===== config.mk =====
export PLATFORM = sky130hd
export DESIGN_NAME = cmsdk_mcu_stclk_sched
export DESIGN_NICKNAME = d
export VERILOG_FILES = /design/src/rtl/cmsdk_mcu_stclk_sched.sv
export SDC_FILE = /design/constraint.sdc
export NUM_CORES = 1
export LEC_CHECK = 0
export BUFFER_PORTS_ARGS = -buffer_cell sky130_fd_sc_hd__clkbuf_2
export CORE_UTILIZATION = 56
export CTS_BUF_LIST = sky130_fd_sc_hd__clkbuf_16
export DETAILED_ROUTE_END_ITERATION = 8
export HOLD_SLACK_MARGIN = 0.08
export PLACE_DENSITY = 0.88
export SYNTH_ARGS = -nofsm -noshare
export SYNTH_HDL_FRONTEND = slang
export SYNTH_SLANG_ARGS = --single-unit

===== constraint.sdc =====
create_clock -name FCLK -period 3 [get_ports FCLK]
set_input_delay 0 -clock FCLK [delete_from_list [all_inputs] [get_ports FCLK]]
set_output_delay 0 -clock FCLK [all_outputs]
set_load 0.02 [all_outputs]

===== src/rtl/cmsdk_mcu_stclk_sched.sv =====
`default_nettype none
// +--------------------------------------------------------------------------+
// | cmsdk_mcu_stclk_sched: SysTick reference-clock divider that keeps every   |
// | STCLKEN phase full-length across start, stop and ratio changes. Rev 1.0   |
// +--------------------------------------------------------------------------+
module cmsdk_mcu_stclk_sched #(
  parameter logic [17:0] DEFAULT_RATIO = 18'd1000,
  parameter logic [23:0] DEFAULT_CAL   = 24'd0,
  parameter logic [17:0] MIN_RATIO     = 18'd2
) (
  input  logic        FCLK,
  input  logic        SYSRESET,
  input  logic        CFG_WE,
  input  logic [1:0]  CFG_ADDR,
  input  logic [31:0] CFG_WDATA,
  output logic [31:0] CFG_RDATA,
  output logic        STCLKEN,
  output logic [25:0] STCALIB,
  output logic        RUNNING
);

  // STATUS[3:2] exposes these codes directly.
  localparam logic [1:0] ST_IDLE     = 2'd0;
  localparam logic [1:0] ST_RUN      = 2'd1;
  localparam logic [1:0] ST_STOPPING = 2'd2;

  logic [1:0]  state_q, state_d;
  logic        stclken_q, stclken_d;
  logic [17:0] cnt_q, cnt_d;
  logic [17:0] active_q, active_d;
  logic [17:0] pending_q, pending_d;
  logic        upd_q, upd_d;
  logic        en_q, en_d;
  logic        skew_q, skew_d;
  logic [23:0] cal_q, cal_d;

  logic        wr_ctrl, wr_ratio, wr_cal, en_wr1, dis_wr;
  logic [17:0] wr_ratio_val, reload_cur, reload_pend;
  logic        go_idle, stop_count;
  logic        unused_wdata;

  assign wr_ctrl      = CFG_WE & (CFG_ADDR == 2'd0);
  assign wr_ratio     = CFG_WE & (CFG_ADDR == 2'd1);
  assign wr_cal       = CFG_WE & (CFG_ADDR == 2'd2);
  assign en_wr1       = wr_ctrl & CFG_WDATA[0];
  assign dis_wr       = wr_ctrl & ~CFG_WDATA[0];
  assign wr_ratio_val = (CFG_WDATA[17:0] < MIN_RATIO) ? MIN_RATIO : CFG_WDATA[17:0];
  assign reload_cur   = (active_q >> 1) - 18'd1;
  assign reload_pend  = (pending_q >> 1) - 18'd1;
  assign unused_wdata = ^CFG_WDATA[31:24];

  always_comb begin
    state_d    = state_q;
    stclken_d  = stclken_q;
    cnt_d      = cnt_q;
    active_d   = active_q;
    pending_d  = pending_q;
    upd_d      = upd_q;
    en_d       = en_q;
    skew_d     = skew_q;
    cal_d      = cal_q;
    go_idle    = 1'b0;
    stop_count = 1'b0;

    if (wr_ctrl) begin
      en_d   = CFG_WDATA[0];
      skew_d = CFG_WDATA[1];
    end
    if (wr_cal) cal_d = CFG_WDATA[23:0];

    case (state_q)
      ST_IDLE: begin
        cnt_d     = '0;
        stclken_d = 1'b0;
        if (wr_ratio) begin
          active_d  = wr_ratio_val;
          pending_d = wr_ratio_val;
        end
        if (en_wr1) begin
          state_d = ST_RUN;
          cnt_d   = reload_cur;
        end
      end
      ST_RUN, ST_STOPPING: begin
        // Re-enabling while stopping simply resumes normal counting.
        stop_count = (state_q == ST_RUN) ? dis_wr : ~en_wr1;
        if ((state_q == ST_RUN) && dis_wr && !stclken_q) begin
          go_idle = 1'b1;
        end else if (stop_count) begin
          if (cnt_q == '0) begin
            go_idle = 1'b1;
          end else begin
            cnt_d   = cnt_q - 18'd1;
            state_d = ST_STOPPING;
          end
        end else begin
          state_d = ST_RUN;
          if (cnt_q != '0) begin
            cnt_d = cnt_q - 18'd1;
          end else begin
            stclken_d = ~stclken_q;
            // Ratio updates only land on the falling toggle.
            if (stclken_q && upd_q) begin
              active_d = pending_q;
              upd_d    = 1'b0;
              cnt_d    = reload_pend;
            end else begin
              cnt_d = reload_cur;
            end
          end
        end

        if (go_idle) begin
          state_d   = ST_IDLE;
          cnt_d     = '0;
          stclken_d = 1'b0;
          upd_d     = 1'b0;
          if (upd_q) active_d = pending_q;
        end

        if (wr_ratio) begin
          pending_d = wr_ratio_val;
          if (go_idle) active_d = wr_ratio_val;
          else         upd_d    = 1'b1;
        end
      end
      default: begin
        state_d   = ST_IDLE;
        cnt_d     = '0;
        stclken_d = 1'b0;
      end
    endcase
  end

  always_ff @(posedge FCLK or posedge SYSRESET) begin
    if (SYSRESET) begin
      state_q   <= ST_IDLE;
      stclken_q <= 1'b0;
      cnt_q     <= '0;
      active_q  <= DEFAULT_RATIO;
      pending_q <= DEFAULT_RATIO;
      upd_q     <= 1'b0;
      en_q      <= 1'b0;
      skew_q    <= 1'b1;
      cal_q     <= DEFAULT_CAL;
    end else begin
      state_q   <= state_d;
      stclken_q <= stclken_d;
      cnt_q     <= cnt_d;
      active_q  <= active_d;
      pending_q <= pending_d;
      upd_q     <= upd_d;
      en_q      <= en_d;
      skew_q    <= skew_d;
      cal_q     <= cal_d;
    end
  end

  assign STCLKEN = stclken_q;
  assign RUNNING = (state_q == ST_RUN) | (state_q == ST_STOPPING);
  assign STCALIB = {~RUNNING, skew_q, cal_q};

  always_comb begin
    CFG_RDATA = '0;
    case (CFG_ADDR)
      2'd0:    CFG_RDATA = {30'd0, skew_q, en_q};
      2'd1:    CFG_RDATA = {14'd0, pending_q};
      2'd2:    CFG_RDATA = {8'd0, cal_q};
      default: CFG_RDATA = {28'd0, state_q, upd_q, RUNNING};
    endcase
  end

endmodule
`default_nettype wire


==> results of run 1 <==
==> registers in the layout (all words and copies together), names as in the netlist <==
register,count
en_q,1
STCLKEN,1
state_q,2
cnt_q,18
active_q,17
cal_q,24
pending_q,18
skew_q,1
upd_q,1
==> worst register-to-register path: cells and delay by family (launching register included) <==
kind                   cells  cell delay, ns
AO/OA/AOI/OAI              3            0.73
flip-flops                 1            0.42
AND/OR/NAND/NOR            3            1.34
buffers and inverters      1            0.22
==> cells by family after synthesis <==
kind of cell	synth area share [%]
adder cells (fa/ha/maj)	1.708
flip-flops	40.81
AND/OR/NAND/NOR	16.47
buffers and inverters	6.270
multiplexers	11.47
other	0.07312
AO/OA/AOI/OAI	16.37
XOR/XNOR	6.831
==> per-stage QoR <==
step	std cells	total power [uW]	hold slack, ns	instance area (um^2)
4_1_cts	736	5147	0.1359	6148
5_1_grt	736	5531	0.1766	6148
2_1_floorplan	535	3387	0.1168	5155
6_report	736	5266	0.1723	6148
3_5_place_dp	695	3981	0.1445	5595
3_3_place_gp	695	3879	0.1345	5595
==> worst max path at each step <==
stage                     slack [ns]  cells after the start      endpoint      start
after floorplan                 0.39                      9  active_q[10]  cnt_q[10]
after global placement          0.28                      7   active_q[1]  cnt_q[10]
after detailed placement        0.22                      7   active_q[1]  cnt_q[10]
after CTS                       0.20                      7   active_q[1]  cnt_q[10]
after global routing            0.11                      8     cnt_q[11]   cnt_q[0]
final                           0.19                      7   active_q[1]  cnt_q[10]
==> timing repair <==
item | 4_1_cts | 5_1_grt
hold endpoints to repair | 93 | 0
hold buffers | 25 | 0
setup buffers | 0 | 0
==> synthesized netlist by cell type, drive strengths merged (2+ instances only) <==
library cell / instances
o31ai: 6
nor3b: 3
dfstp: 13
nor4: 19
a21o: 3
or2: 7
o32ai: 6
clkbuf: 27
a21oi: 30
and3: 2
o211ai: 6
mux2: 42
nand2: 31
nor2b: 3
ha: 7
mux4: 2
o21a: 2
inv: 28
nand4: 3
mux2i: 7
o21ai: 13
dfrtp: 70
a32oi: 3
xnor2: 24
o22ai: 22
a221oi: 2
nor2: 27
a22o: 16
o2111ai: 2
xor2: 16
or3b: 2
nor3: 15
a31oi: 2
nand3: 10
and2: 7
buf: 17
or4b: 3
or4: 14
or3: 7
==> per-layer routing <==
layer / vias to the layer above / routed length, um / global-route usage [%]
met5: - / 0 / 0
met4: 0 / 482 / 15.27
met3: 57 / 1299 / 5.468
met2: 303 / 7419 / 55.48
met1: 2296 / 5580 / 38.87
li1: 2108 / - / -
==> cell type report <==
class / instances / area share (%)
timing repair buffer: 121 / 12.54
inverter: 28 / 1.730
clock inverter: 7 / 1.262
clock buffer: 9 / 3.663
tap: 108 / 2.198
sequential: 83 / 34.05
multi-input combinational: 380 / 44.57
==> where the power goes <==
group / internal [uW] / leakage (uW) / switching (uW)
clock network: 652 / 0.000145 / 471
registers: 1480 / 0.000993 / 400
logic: 927 / 0.00160 / 1340
total: 3060 / 0.00274 / 2210
==> results by group, run 1 <==
Run status
  • Status: finished with violations
  • Failing checks: DRC

Min path
  • Hold path endpoint: upd_q
  • Hold path start: CFG_WE
  • HP Class: input pin to flop
  • Worst Hold Depth: 3

Synth
  • Synthesis Warnings: 0
  • Synth Register Bits: 83
  • Register area share after synthesis: 40.81%
  • Top cells by area, synth: dfrtp_1 (34%), mux2_2 (9.2%), dfstp_2 (6.7%), xnor2_1 (4.1%), a22o_1 (2.7%)
  • Top_reg_cell synth: dfrtp_1
  • Post-synthesis cell area: 5129 um^2
  • Number of flops mapped to enable cells by yosys: 0
  • Mean Syn Cell Area: 9.713 um^2
  • Synth async-reset ratio: 100.0%
  • Cell taking the most area after synthesis: dfrtp_1
  • Yosys cell types: 55
  • Mapped Cells: 528
  • Top-area cell type share of the netlist area: 34.15%

Clock network
  • CTS Buf Count: 9
  • CTS tree: built
  • Root Buffer: clkbuf_16
  • Post-CTS resize count: 0
  • Number of sinks on the clock net: 83
  • CTS Buffer Depth: 2
  • Clk_lat worst skew: 0.34 ns
  • Reg clk slew, reported paths: 0.06 ns
  • H-tree Lvls: 3

STA
  • Hold Violations, Final: 0
  • Worst slew margin: 25.70%
  • Worst clock skew: 0.01244 ns
  • Sum of negative setup slack: 0 ns
  • RSZ-0062 raised after global routing: false
  • F_max: 355.5 MHz
  • Final min period: 2.813 ns
  • Setup ws final: 0.1869 ns
  • Setup violators final: 0
  • Fin crit share: 93.77%
  • Slew Limit Fails: 0
  • Worst slew pin tran: 1.112 ns

Routing
  • Antenna violation net count after detailed routing: 0
  • Total wire length: 14780 um
  • # DRC: 4
  • Initial drt markers: 489
  • Vias per cell: 6.473
  • Wire length per cell: 20.08 um
  • DR vias: 4764
  • DRT Pass-1 Iters: 8

Job
  • Max Cap Viol: 0

Pwr
  • Pwr dens: 856.5 nW/um^2
  • Max IR drop VDD: 0.5577 mV
  • Leakage: 0.002742 uW

Placed design
  • Port Buf Inserts: 80
  • Pre-CTS setup slack: 0.2207 ns
  • RePlAce Congestion: 0.9476
  • Hpwl dp: 9479 um

Layout
  • Fin nets: 667
  • Layout cell share with drive strength beyond 1: 30.89%
  • Area growth syn-to-layout: 19.88%
  • Most common cell after layout, fill and taps aside: clkbuf_2
  • FILL cells: 530
  • Most frequent cells in the layout: clkbuf_2 (80), dfrtp_1 (70), mux2_2 (42), nand2_1 (31), inv_1 (28)
  • # diodes: 0
  • Area of the multi-input gates: 2740 um^2
  • FF/Latch Area: 2093 um^2
  • Final core utilization: 69.82%

GRT
  • Gr usage total: 32.02%
  • Wire length of the first global-routing pass: 24210 um
  • Largest net degree at the start of global routing: 47
  • Initial antenna violation count: 0
  • Vias in the first global route: 4842
  • Overflow after GRT: 0

Critical path
  • CP max FO: 17
  • Worst flop-to-flop path endpoint: active_q[1]
  • Critical path endpoint category: flop
  • Slowest stage delay, CP: 0.65 ns
  • CP max stage cell: or4_1
  • R2R setup slack: 0.19 ns
  • Crit path arrival time: 3.04 ns
  • R2r startpoint: cnt_q[10]
  • CP Launch Type: flop
  • Critical path's top delay family: simple AND/OR/NAND/NOR gates
  • Worst path cell trace: or4_1 -> or4_4 -> o21ai_2 -> nand2_1 -> a311o_1 -> buf_4 -> a21o_1
  • CP Buf/Inv Count: 1
  • R2r worst-path depth: 7
  • Critical Path RT: 3.23 ns
  • Setup CP Type: flop to flop

Floorplan
  • Die outline height: 97.70 um
  • Starting Density: 58.24%
  • DIE AREA: 9545 um^2
  • Site Rows: 34
  • Chip width: 97.70 um
  • Core area: 8806 um^2
  • I/O pin cnt: 97
Power figures use the tool's default switching activity.
==> run 2, diff against run 1 <==
- SETUP_SLACK_MARGIN: not set -> 0.4
==> run 2 against run 1 <==
Net effect: die area stayed put; clock skew up 0.0036 ns; clock power is 5% lower; wire length rose by 23%; cell count grew 0.68%; sequential share of layout area is 0.73 points lower; the run still ends with DRC left; hold slack gained 0.0024 ns; largest power group unchanged; critical path type unchanged; utilization grew 1.5 points; maximum frequency up 4.2%; worst setup slack better by 0.11 ns.
==> results by group, run 2 (synthesis results as in run 1) <==
Critical path
  • CP max FO: 6 (-11)
  • Crit path arrival time: 2.91 ns (-0.13 ns)
  • Critical path endpoint category: flop
  • Worst path cell trace: or4_1 -> or4_4 -> xnor2_1 -> nor2_1 -> a2111oi_1 -> or3_1
  • Slowest stage delay, CP: 0.72 ns (+0.07 ns)
  • R2r startpoint: pending_q[1]
  • Worst flop-to-flop path endpoint: cnt_q[11]
  • CP Buf/Inv Count: 0 (-1)
  • R2R setup slack: 0.30 ns (+0.11 ns)
  • CP max stage cell: or4_1
  • Critical Path RT: 3.21 ns (-0.02 ns)
  • R2r worst-path depth: 6 (-1)
  • CP Launch Type: flop
  • Setup CP Type: flop to flop
  • Critical path's top delay family: simple AND/OR/NAND/NOR gates

Floorplan
  • DIE AREA: 9545 um^2 (unchanged)
  • Site Rows: 34 (unchanged)
  • I/O pin cnt: 97 (unchanged)
  • Die outline height: 97.70 um (unchanged)
  • Starting Density: 58.24% (unchanged)
  • Chip width: 97.70 um (unchanged)
  • Core area: 8806 um^2 (unchanged)

STA
  • Sum of negative setup slack: 0 ns (unchanged)
  • Setup violators final: 0 (unchanged)
  • F_max: 370.6 MHz (+4.2%)
  • Fin crit share: 89.95% (-3.8 points)
  • Setup ws final: 0.3014 ns (+0.1145 ns)
  • Slew Limit Fails: 0 (unchanged)
  • Worst clock skew: 0.01606 ns (+0.003618 ns)
  • Worst slew margin: 24.45% (-1.3 points)
  • Worst slew pin tran: 1.131 ns (+0.01882 ns)
  • Final min period: 2.699 ns (-0.1145 ns)
  • RSZ-0062 raised after global routing: true
  • Hold Violations, Final: 0 (unchanged)

Layout
  • # diodes: 0 (unchanged)
  • Largest register FFs: 24 (unchanged)
  • Most frequent cells in the layout: clkbuf_2 (80), dfrtp_1 (70), mux2_2 (42), nand2_1 (31)
  • Layout cell share with drive strength beyond 1: 33.97% (+3.1 points)
  • Reg with most FFs: cal_q
  • FILL cells: 511 (-3.6%)
  • Biggest regs: cal_q: 24 flops, cnt_q: 18 flops, pending_q: 18 flops
  • Most common cell after layout, fill and taps aside: clkbuf_2
  • Area growth syn-to-layout: 22.49%
  • Fin nets: 672 (+0.75%)

Run status
  • Failing checks: DRC
  • Status: finished with violations

Clock network
  • CTS tree: built
  • Number of sinks on the clock net: 83 (unchanged)
  • Reg clk slew, reported paths: 0.07 ns (about the same)
  • Clk_lat worst skew: 0.35 ns (about the same)
  • H-tree Lvls: 3 (unchanged)
  • CTS Buffer Depth: 2 (unchanged)
  • Root Buffer: clkbuf_16
  • CTS Buf Count: 9 (unchanged)

Placed design
  • Port Buf Inserts: 80 (unchanged)
  • Hpwl dp: 9525 um (+0.49%)
  • Pre-CTS setup slack: 0.2313 ns (+0.01064 ns)
  • RePlAce Congestion: 0.9703 (+2.4%)

Routing
  • Initial drt markers: 940 (+92%)
  • DRT Pass-1 Iters: 8 (unchanged)
  • # DRC: 8 (+4)
  • DR vias: 5367 (+13%)
  • Antenna violation net count after detailed routing: 0 (unchanged)
  • Total wire length: 18160 um (+23%)
  • Wire length per cell: 24.51 um (+22%)
  • Vias per cell: 7.243 (+12%)

GRT
  • Largest net degree at the start of global routing: 36 (-23%)
  • Wire length of the first global-routing pass: 26650 um (+10%)
  • Overflow after GRT: 0 (unchanged)
  • Initial antenna violation count: 0 (unchanged)
  • Vias in the first global route: 5203 (+7.5%)
  • Gr usage total: 35.67% (+3.6 points)

Job
  • Max Cap Viol: 0 (unchanged)

Min path
  • HP Class: input pin to flop
  • Hold path start: CFG_WE
  • Worst Hold Depth: 3 (unchanged)
  • Hold path endpoint: upd_q

Pwr
  • Max IR drop VDD: 0.5955 mV (+6.8%)
  • Pwr dens: 876.1 nW/um^2 (+2.3%)
  • Design Power: 5504 uW (+4.5%)
  • Leakage: 0.002794 uW (+1.9%)
## run 2: per-layer routing
metal	global-route usage, %	wire [um]
met3	6.259	2230
met1	41.52	5909
met2	59.47	8223
met4	26.11	1798
met5	0	0
## run 2: worst max-delay path by stage
stage,from,end,slack [ns],cells after the start
floorplan,cnt_q[4],active_q[10],0.42,8
global placement,cnt_q[4],active_q[1],0.28,7
detailed placement,cnt_q[4],active_q[1],0.23,7
CTS,cnt_q[0],active_q[1],0.37,9
global route,pending_q[1],cnt_q[11],0.25,6
finish,pending_q[1],cnt_q[11],0.30,6
## run 2: final cells by class
class	count	area, um^2	area share, %
Inverter	28	106.4	1.693
Clock inverter	7	51.30	0.8166
Multi-Input combinational cell	380	2850	45.37
Timing Repair Buffer	126	820.8	13.07
Tap cell	108	135.1	2.151
Clock buffer	9	225.2	3.585
Sequential cell	83	2093	33.32
## run 2: what timing repair did
action,CTS,global route
setup buffers,1,4
pin swaps,1,3
setup endpoints to repair,22,26
hold buffers,25,0
hold endpoints to repair,83,0
gates resized for setup,11,17
## run 2: stage by stage
stage	instance area, um^2	hold WS (ns)	cells	utilization [%]
2_1_floorplan	5165	0.1168	535	-
3_3_place_gp	5595	0.05553	695	63.54
3_5_place_dp	5595	0.08036	695	63.54
4_1_cts	6171	0.1398	737	70.08
5_1_grt	6282	0.2117	741	71.34
6_report	6282	0.1746	741	71.34
## run 2: tightest hold or removal path: stages
cell and delay [ns]:
clkbuf_2 0.15, nand2_1 0.23, o22ai_1 0.10
## run 2: where the power goes
group / switching (uW) / total (uW) / internal (uW)
registers: 484 / 1960 / 1480
clock network: 493 / 1060 / 566
logic: 1470 / 2480 / 1020
total: 2440 / 5500 / 3060
